===== src/rtl/sweep_sched.sv =====
`default_nettype none
// +--------------------------------------------------------------------------+
// | sweep_sched: laser DAC sweep scheduler (settle, ramp, repeat, fault)     |
// | Revision 1.0                                                             |
// +--------------------------------------------------------------------------+
module sweep_sched #(
  parameter int         DAC_W      = 14,
  parameter int         SETTLE_CYC = 16,
  parameter logic [7:0] CFG_BASE   = 8'd16
) (
  input  logic             clk_i,
  input  logic             rst_i,
  input  logic             temp_good_i,
  input  logic [9:0]       cfg_addr_i,
  input  logic [64:0]      cfg_data_i,
  input  logic             start_i,
  input  logic             abort_i,
  output logic [DAC_W-1:0] dac_o,
  output logic             vcsel_o_n,
  output logic             run_stb_o,
  output logic             sweep_done_o,
  output logic             busy_o,
  output logic             fault_o,
  output logic             cfg_err_o
);

  localparam logic [7:0] ADDR_MIN    = CFG_BASE;
  localparam logic [7:0] ADDR_MAX    = CFG_BASE + 8'd1;
  localparam logic [7:0] ADDR_STEP   = CFG_BASE + 8'd2;
  localparam logic [7:0] ADDR_COUNT  = CFG_BASE + 8'd3;
  localparam logic [7:0] SETTLE_LAST = 8'(SETTLE_CYC - 1);

  typedef enum logic [1:0] {
    IDLE   = 2'd0,
    SETTLE = 2'd1,
    RAMP   = 2'd2,
    FAULT  = 2'd3
  } state_t;

  state_t           state, state_nxt;
  logic [DAC_W-1:0] sweep_min, sweep_max, sweep_step;
  logic [15:0]      sweep_count;
  logic [7:0]       settle_cnt, settle_cnt_nxt;
  logic [15:0]      sweep_cnt, sweep_cnt_nxt;
  logic [DAC_W-1:0] dac_nxt;
  logic [DAC_W:0]   ramp_sum;
  logic             run_stb_nxt, done_nxt, cfg_err_nxt;
  logic             busy_nxt, fault_nxt;
  logic             bad_cfg;
  logic             unused_cfg_bits;

  assign unused_cfg_bits = &{1'b0, cfg_data_i[64:16]};

  always_ff @(posedge clk_i) begin
    if (rst_i) begin
      sweep_min   <= '0;
      sweep_max   <= '1;
      sweep_step  <= DAC_W'(1);
      sweep_count <= 16'd1;
    end else if (state == IDLE && cfg_addr_i[9:8] == 2'b11) begin
      case (cfg_addr_i[7:0])
        ADDR_MIN:   sweep_min   <= cfg_data_i[DAC_W-1:0];
        ADDR_MAX:   sweep_max   <= cfg_data_i[DAC_W-1:0];
        ADDR_STEP:  sweep_step  <= cfg_data_i[DAC_W-1:0];
        ADDR_COUNT: sweep_count <= cfg_data_i[15:0];
        default:    ;
      endcase
    end
  end

  always_comb begin
    state_nxt      = state;
    settle_cnt_nxt = settle_cnt;
    sweep_cnt_nxt  = sweep_cnt;
    dac_nxt        = dac_o;
    run_stb_nxt    = 1'b0;
    done_nxt       = 1'b0;
    cfg_err_nxt    = 1'b0;
    ramp_sum       = {1'b0, dac_o} + {1'b0, sweep_step};
    bad_cfg        = (sweep_min > sweep_max) || (sweep_step == '0);

    case (state)
      IDLE: begin
        if (start_i) begin
          if (bad_cfg) begin
            cfg_err_nxt = 1'b1;
          end else if (temp_good_i) begin
            state_nxt      = SETTLE;
            settle_cnt_nxt = '0;
            sweep_cnt_nxt  = '0;
          end
        end
      end
      SETTLE: begin
        if (!temp_good_i) begin
          state_nxt = FAULT;
        end else if (abort_i) begin
          state_nxt = IDLE;
        end else if (settle_cnt == SETTLE_LAST) begin
          state_nxt   = RAMP;
          dac_nxt     = sweep_min;
          run_stb_nxt = 1'b1;
          done_nxt    = (sweep_min == sweep_max);
          if (done_nxt) sweep_cnt_nxt = sweep_cnt + 16'd1;
        end else begin
          settle_cnt_nxt = settle_cnt + 8'd1;
        end
      end
      RAMP: begin
        if (!temp_good_i) begin
          state_nxt = FAULT;
        end else if (abort_i) begin
          state_nxt = IDLE;
        end else if (dac_o == sweep_max) begin
          // Counter was already bumped when the done pulse was scheduled.
          if (sweep_count != 16'd0 && sweep_cnt == sweep_count) begin
            state_nxt = IDLE;
          end else begin
            state_nxt      = SETTLE;
            settle_cnt_nxt = '0;
          end
        end else begin
          if (ramp_sum > {1'b0, sweep_max}) dac_nxt = sweep_max;
          else                              dac_nxt = ramp_sum[DAC_W-1:0];
          done_nxt = (dac_nxt == sweep_max);
          if (done_nxt) sweep_cnt_nxt = sweep_cnt + 16'd1;
        end
      end
      FAULT: begin
        if (abort_i && temp_good_i) state_nxt = IDLE;
      end
      default: state_nxt = IDLE;
    endcase

    if (state_nxt == IDLE || state_nxt == FAULT) dac_nxt = '0;
    else if (state_nxt == SETTLE)                dac_nxt = sweep_min;
    busy_nxt  = (state_nxt == SETTLE) || (state_nxt == RAMP);
    fault_nxt = (state_nxt == FAULT);
  end

  always_ff @(posedge clk_i) begin
    if (rst_i) begin
      state        <= IDLE;
      settle_cnt   <= '0;
      sweep_cnt    <= '0;
      dac_o        <= '0;
      vcsel_o_n    <= 1'b1;
      run_stb_o    <= 1'b0;
      sweep_done_o <= 1'b0;
      busy_o       <= 1'b0;
      fault_o      <= 1'b0;
      cfg_err_o    <= 1'b0;
    end else begin
      state        <= state_nxt;
      settle_cnt   <= settle_cnt_nxt;
      sweep_cnt    <= sweep_cnt_nxt;
      dac_o        <= dac_nxt;
      vcsel_o_n    <= !busy_nxt;
      run_stb_o    <= run_stb_nxt;
      sweep_done_o <= done_nxt;
      busy_o       <= busy_nxt;
      fault_o      <= fault_nxt;
      cfg_err_o    <= cfg_err_nxt;
    end
  end

endmodule
`default_nettype wire


===== config.mk =====
export PLATFORM = sky130hd
export DESIGN_NAME = sweep_sched
export DESIGN_NICKNAME = d
export VERILOG_FILES = /design/src/rtl/sweep_sched.sv
export SDC_FILE = /design/constraint.sdc
export NUM_CORES = 1
export LEC_CHECK = 0
export CORE_AREA = 2 2 87 173
export DETAILED_ROUTE_END_ITERATION = 8
export DIE_AREA = 0 0 89 175
export GPL_ROUTABILITY_DRIVEN = 0
export MAX_ROUTING_LAYER = met4
export PLACE_DENSITY = 0.71
export SLEW_MARGIN = 25
export SYNTH_ARGS = -nofsm -noshare
export SYNTH_HDL_FRONTEND = slang
export SYNTH_SLANG_ARGS = --single-unit

===== constraint.sdc =====
create_clock -name clk_i -period 11.9 [get_ports clk_i]
set_clock_uncertainty 0.1 [all_clocks]
set_input_delay 2.975 -clock clk_i [delete_from_list [all_inputs] [get_ports clk_i]]
set_output_delay 2.975 -clock clk_i [all_outputs]
set_load 0.02 [all_outputs]

; Word-level counts from Yosys, hierarchy flattened
; Index checks and enable logic that the tools add are counted.
[classes]
addsub = 3
multipliers = 0
div_mod_pow = 0
n_lt_le_gt_ge = 2
eq_ne = 36
shifts = 0
mux = 57
n_bitwise = 4
n_reduce_logical = 23
[op_table]
columns = op, count
row1 = 2-to-1 mux 16 bit, 11
row2 = 2-to-1 mux 14 bit, 12
row3 = 2-to-1 mux 8 bit, 10
row4 = case mux 16 bit (3 select lines), 1
row5 = == test 14 bit, 3
row6 = "== test 8 x 5 -> 1 bit, second input constant", 4
row7 = "!= test 2 bit, second input constant", 14
row8 = case mux 14 bit (2 select lines), 1
row9 = case mux 8 bit (3 select lines), 1
row10 = 2-to-1 mux 2 bit, 10
row11 = "!= test 3 bit, second input constant", 6
row12 = "adder 16 x 1 -> 16 bit, second input constant", 1
row13 = == test 16 bit, 1
row14 = nonzero test 16 bit, 1
row15 = adder 14 x 14 -> 15 bit, 1
row16 = greater-than comparator 15 x 14 -> 1 bit, 1
row17 = greater-than comparator 14 bit, 1
row18 = logical NOT 14 bit, 1
row19 = AND reduction 12 bit, 1
row20 = AND reduction 11 bit, 1
row21 = "== test 2 bit, second input constant", 5
row22 = 2-to-1 mux 1 bit, 9
row23 = "adder 8 x 1 -> 8 bit, second input constant", 1
row24 = "== test 8 x 4 -> 1 bit, second input constant", 1
row25 = 14 further kinds, 27
[word_totals]
register_bits = 104
latch_bits = 0
ram_bits = 0
romBits = 0
in_bits = 80
output_inout_bits = 20
mem_count = 0

; Logic depth before layout (Yosys ltp)
[logic_depth]
depth_word = 13
depth_mapped = 19

; Worst setup path before layout
; No wires, ideal clock.
[synth_path]
path_type = input to register
startpoint = input cfg_addr_i[5]
endpoint = register sweep_max[10]
setup_ns = 0.141
arrival_time_ns = 4.834
slack_ns = 6.825
stages = 7
cell_sequence = or4b_2 > nor3_1 > and4_1 > nand2_1 > nor2_1 > clkbuf_1 > o211ai_1
[synth_via]
elab_chain_len = 2
[synth_rtl]
columns = item, line_no
row1 = "start, declared", 14  ; input logic [9:0] cfg_addr_i,
row2 = == test 8 x 5 -> 1 bit, 61  ; case (cfg_addr_i[7:0])
row3 = AND reduction 2 bit (no line), -
row4 = "end signal, assigned", 63  ; ADDR_MAX: sweep_max <= cfg_data_i[DAC_W-1:0];
row5 = "end, declared", 41  ; logic [DAC_W-1:0] sweep_min, sweep_max, sweep_step;
; No other way between the ends.
; A chain may end at the register's enable or synchronous reset.

; Worst setup path in the final report
[layout_path]
startpoint = input start_i
endpoint = register dac_o[5]
[layout_via]
elab_chain_len = 5
elab_cells_between_ends = 16
classes_between = eq/ne (8) / mux (3) / reduce/logical (5)
[layout_rtl]
columns = item, line_no
row1 = "start, declared", 16  ; input logic start_i,
row2 = 2-to-1 mux 2 bit (*), 84  ; if (start_i) begin
row3 = case mux 2 bit (4 select lines) (*), 82  ; case (state)
row4 = net state_nxt[1], 40  ; state_t state, state_nxt;
row5 = "== test 2 x 1 -> 1 bit, or another cell as far along", 136  ; else if (state_nxt == SETTLE) dac_nxt = sweep_min;
row6 = "!= test 3 bit (no line), or another cell as far along", -
row7 = AND reduction 7 bit (no line) / OR reduction 2 bit (equally long branches), -
row8 = "end signal, assigned", 157  ; dac_o <= dac_nxt;
row9 = "end, declared", 18  ; output logic [DAC_W-1:0] dac_o,
; Mark *: on every way through the listed nets, which the timed path passes. The rest lies on a longest branch.

==> results.sh <==
export IMPL_status="completed"
export IMPL_synth_seq_cells=104
export IMPL_finalCriticalPeriod_ps=5520
export IMPL_cp_end_kind="flop"
export IMPL_drt_wirelength_per_cell_um=19.5
export IMPL_drtPass1Iterations=5
export IMPL_drt_antenna_violating_nets=0
export IMPL_cts_path_max_buffers=2
export IMPL_vias=6479
export IMPL_async_flop_share=0
export IMPL_cp_endpoint="dac_o[5]"
export IMPL_core_sq_mm=0.0143
export IMPL_ir_worst_vdd_mv=0.0916
export IMPL_hold_violations=0
export IMPL_final_setup_viol_count=0
export IMPL_syn_nets=994
export IMPL_clkPwrFrac=0.426
export IMPL_synth_area_top_cells="dfxtp_1 (30%), ha_1 (9.0%), nand2_1 (6.8%)"
export IMPL_drive_gt1_frac=0.0497
export IMPL_post_cts_resized=0
export IMPL_min_period_over_period=0.464
export IMPL_r2r_setup_slack_ps=6380
export IMPL_chipHeight_um=175
export IMPL_max_freq_mhz=181
export IMPL_slowest_stage="clkdlybuf4s50_1"
export IMPL_hpwl_um=16200
export IMPL_p_int_uw=545
export IMPL_cp_cell_sequence="clkdlybuf4s50_1 > o2111ai_1 > nand2_1 > nand2_1 > o21ai_0 > inv_1 > ha_1 > nand2_1 > inv_1 > and2_1 > a22o_1"
export IMPL_portBuffers=50
export IMPL_synth_flop_cell="dfxtp_1"
export IMPL_cap_viol_max_count=0
export IMPL_initial_utilization=0.489
export IMPL_route_detailed_drc=0
export IMPL_hold_buffers=0
export IMPL_yosysWarningCount=0
export IMPL_grt_overflow=0
export IMPL_start_kind="input port"
export IMPL_powerDensity_mw_per_mm2=92.8
export IMPL_r2r_end="dac_o[2]"
export IMPL_htree_levels=3
export IMPL_antenna_found_initial=0
export IMPL_final_nets=1012
export IMPL_cts_tree="yes"
export IMPL_drtIter0Drc=266
export IMPL_rsz0062_at_grt="no"
export IMPL_grt_pass1_vias=6356
export IMPL_ioPinCount=100
export IMPL_worstPathRequired_ps=12090
export IMPL_gr_usage_all_layers=0.284
export IMPL_rows=62
export IMPL_n_antenna_cell=0
export IMPL_reg2reg_depth=18
export IMPL_setup_worst_path_class="input port to flop"
export IMPL_cts_root_buf="clkbuf_16"
export IMPL_synth_largest_area_cell="dfxtp_1"
export IMPL_synth_top_cell_area_share=0.299
export IMPL_crit_arrival_ps=5710
export IMPL_hold_depth=2
export IMPL_slew_viol_final=0
export IMPL_clk_latency_ps=350
export IMPL_ys_seq_area_frac=0.299
export IMPL_synth_avg_cell_area_sq_um=8.08
export IMPL_final_util=0.549
export IMPL_ys_types=71
export IMPL_hold_class="flop to flop"
export IMPL_relSlewSlack=0.370
export IMPL_r2r_start="dac_o[0]"
export IMPL_postCtsSetupBuffers=0
export IMPL_critPathMaxStageDelay_ps=560
export IMPL_power_share_sequential=0.483
export IMPL_syn_area_sq_mm=0.00697
export IMPL_netSwitchingPower_uw=183
export IMPL_clock_sinks=104
export IMPL_synthCells=863
export IMPL_grt_max_degree=60
export IMPL_p_comb_frac=0.091
export IMPL_dieArea_sq_mm=0.0156
export IMPL_die_w_um=89
export IMPL_synth_edf_count=0
export IMPL_grt_pass1_wl_um=33400
export IMPL_totalWireLength_um=21000
export IMPL_numCtsBuffers=9
export IMPL_crit_fanout=13
export IMPL_p_leak_uw=0.00331
export IMPL_swShare=0.252
export IMPL_max_slew_worst_pin_slew_ps=944
export IMPL_via_per_inst=6.01
export IMPL_setup_tns_final_ps=0
export IMPL_synthToLayoutAreaGrowth_pct=12.5
export IMPL_crit_path_start="start_i"
export IMPL_cts_clk_slew_worst_paths_ps=70
export IMPL_cp_common_cell="nand2_1"
-- cells in the final DEF, fill, tap and decap left out, types with 26 or more instances in the layout --
cell type        count
inv_1               46
ha_1                50
xor2_1              36
a21oi_1             69
clkdlybuf4s50_1     49
nor2_1              43
dfxtp_1            104
nand2_1            126
mux2i_1             26
o21ai_0             40
-- state kept, by name (all words and copies together) (netlist names), 2 cells and up --
register,flops
sweep_cnt,16
sweep_count,16
state,2
sweep_min,14
dac_o,14
settle_cnt,8
sweep_max,14
sweep_step,14
-- final cells by class --
| cell class | count | area, sq um |
|---|---|---|
| multi-input combinational | 666 | 4520 |
| sequential | 104 | 2080 |
| tap | 192 | 240 |
| clock inverter | 6 | 65.1 |
| fill | 1420 | 6430 |
| clock buffer | 10 | 239 |
| inverter | 46 | 173 |
| timing repair buffer | 54 | 526 |
-- synth_stat cells (6+ instances only) --
cell type / instances
nor4_1: 18
o21ai_0: 40
nor2b_1: 8
ha_1: 50
a22o_1: 13
clkbuf_1: 36
o32ai_1: 12
inv_1: 46
mux2i_1: 26
a21o_1: 7
nand3_1: 25
a22oi_1: 8
a21oi_1: 69
xnor2_1: 12
nand4_1: 17
nor2_1: 45
nor3_1: 13
nand2_1: 126
o211ai_1: 23
xor2_1: 36
nand2b_1: 6
dfxtp_1: 104
or4_1: 6
and3_1: 10
or3_1: 16
-- worst max-delay path: cells and delay by family --
kind            cells  cell delay [ps]
compound gates      3              790
simple gates        4              860
fa+ha+maj           1              280
buf+inv             3              800
-- worst min path at each step --
stage | endpoint | slack, ps | startpoint
3_5_place_dp | sweep_count[7] | 370 | sweep_count[7]
4_1_cts | sweep_count[7] | 380 | sweep_count[7]
3_3_place_gp | sweep_min[13] | 360 | sweep_min[13]
5_1_grt | sweep_min[8] | 400 | sweep_min[8]
6_report | sweep_count[12] | 390 | sweep_count[12]
2_1_floorplan | sweep_min[0] | 350 | sweep_min[0]
-- kinds of logic (layout without fill, tap and decap cells) --
| family | Yosys count | count (layout) | share of synthesized area |
|---|---|---|---|
| and+or+nand+nor | 313 | 313 | 0.223 |
| AOI/OAI and AO/OA | 222 | 222 | 0.214 |
| DFF | 104 | 104 | 0.299 |
| buffers and inverters | 93 | 116 | 0.0562 |
| xor gates and xnor gates | 53 | 53 | 0.0764 |
| adders and majority gates | 51 | 51 | 0.0926 |
| muxes | 27 | 27 | 0.0389 |
-- through the flow --
| step | hold WS [ps] | power (uW) | instances | instance area [sq um] | worst slack [ps] |
|---|---|---|---|---|---|
| 2_1_floorplan | 345 | 397 | 863 | 6970 | 6820 |
| 4_1_cts | 383 | 727 | 1078 | 7830 | 6150 |
| 5_1_grt | 396 | 748 | 1078 | 7840 | 6130 |
| 6_report | 386 | 728 | 1078 | 7840 | 6380 |
| 3_3_place_gp | 361 | 423 | 1062 | 7520 | 5740 |
| 3_5_place_dp | 373 | 424 | 1062 | 7520 | 5800 |
-- metal layers --
metal  track usage  wire length, um
met2         0.504            11400
met3        0.0189              545
met4         0.161             1340
met5             -                0
met1         0.300             7730
-- power groups by stage --
stage	registers (uW)	logic (uW)	clock network, uW
2_1_floorplan	360	37.3	0
3_3_place_gp	359	64.1	0
3_5_place_dp	359	64.5	0
4_1_cts	351	65.0	311
5_1_grt	351	72.4	324
6_report	351	66.3	310
Power figures use the tool's default switching activity.
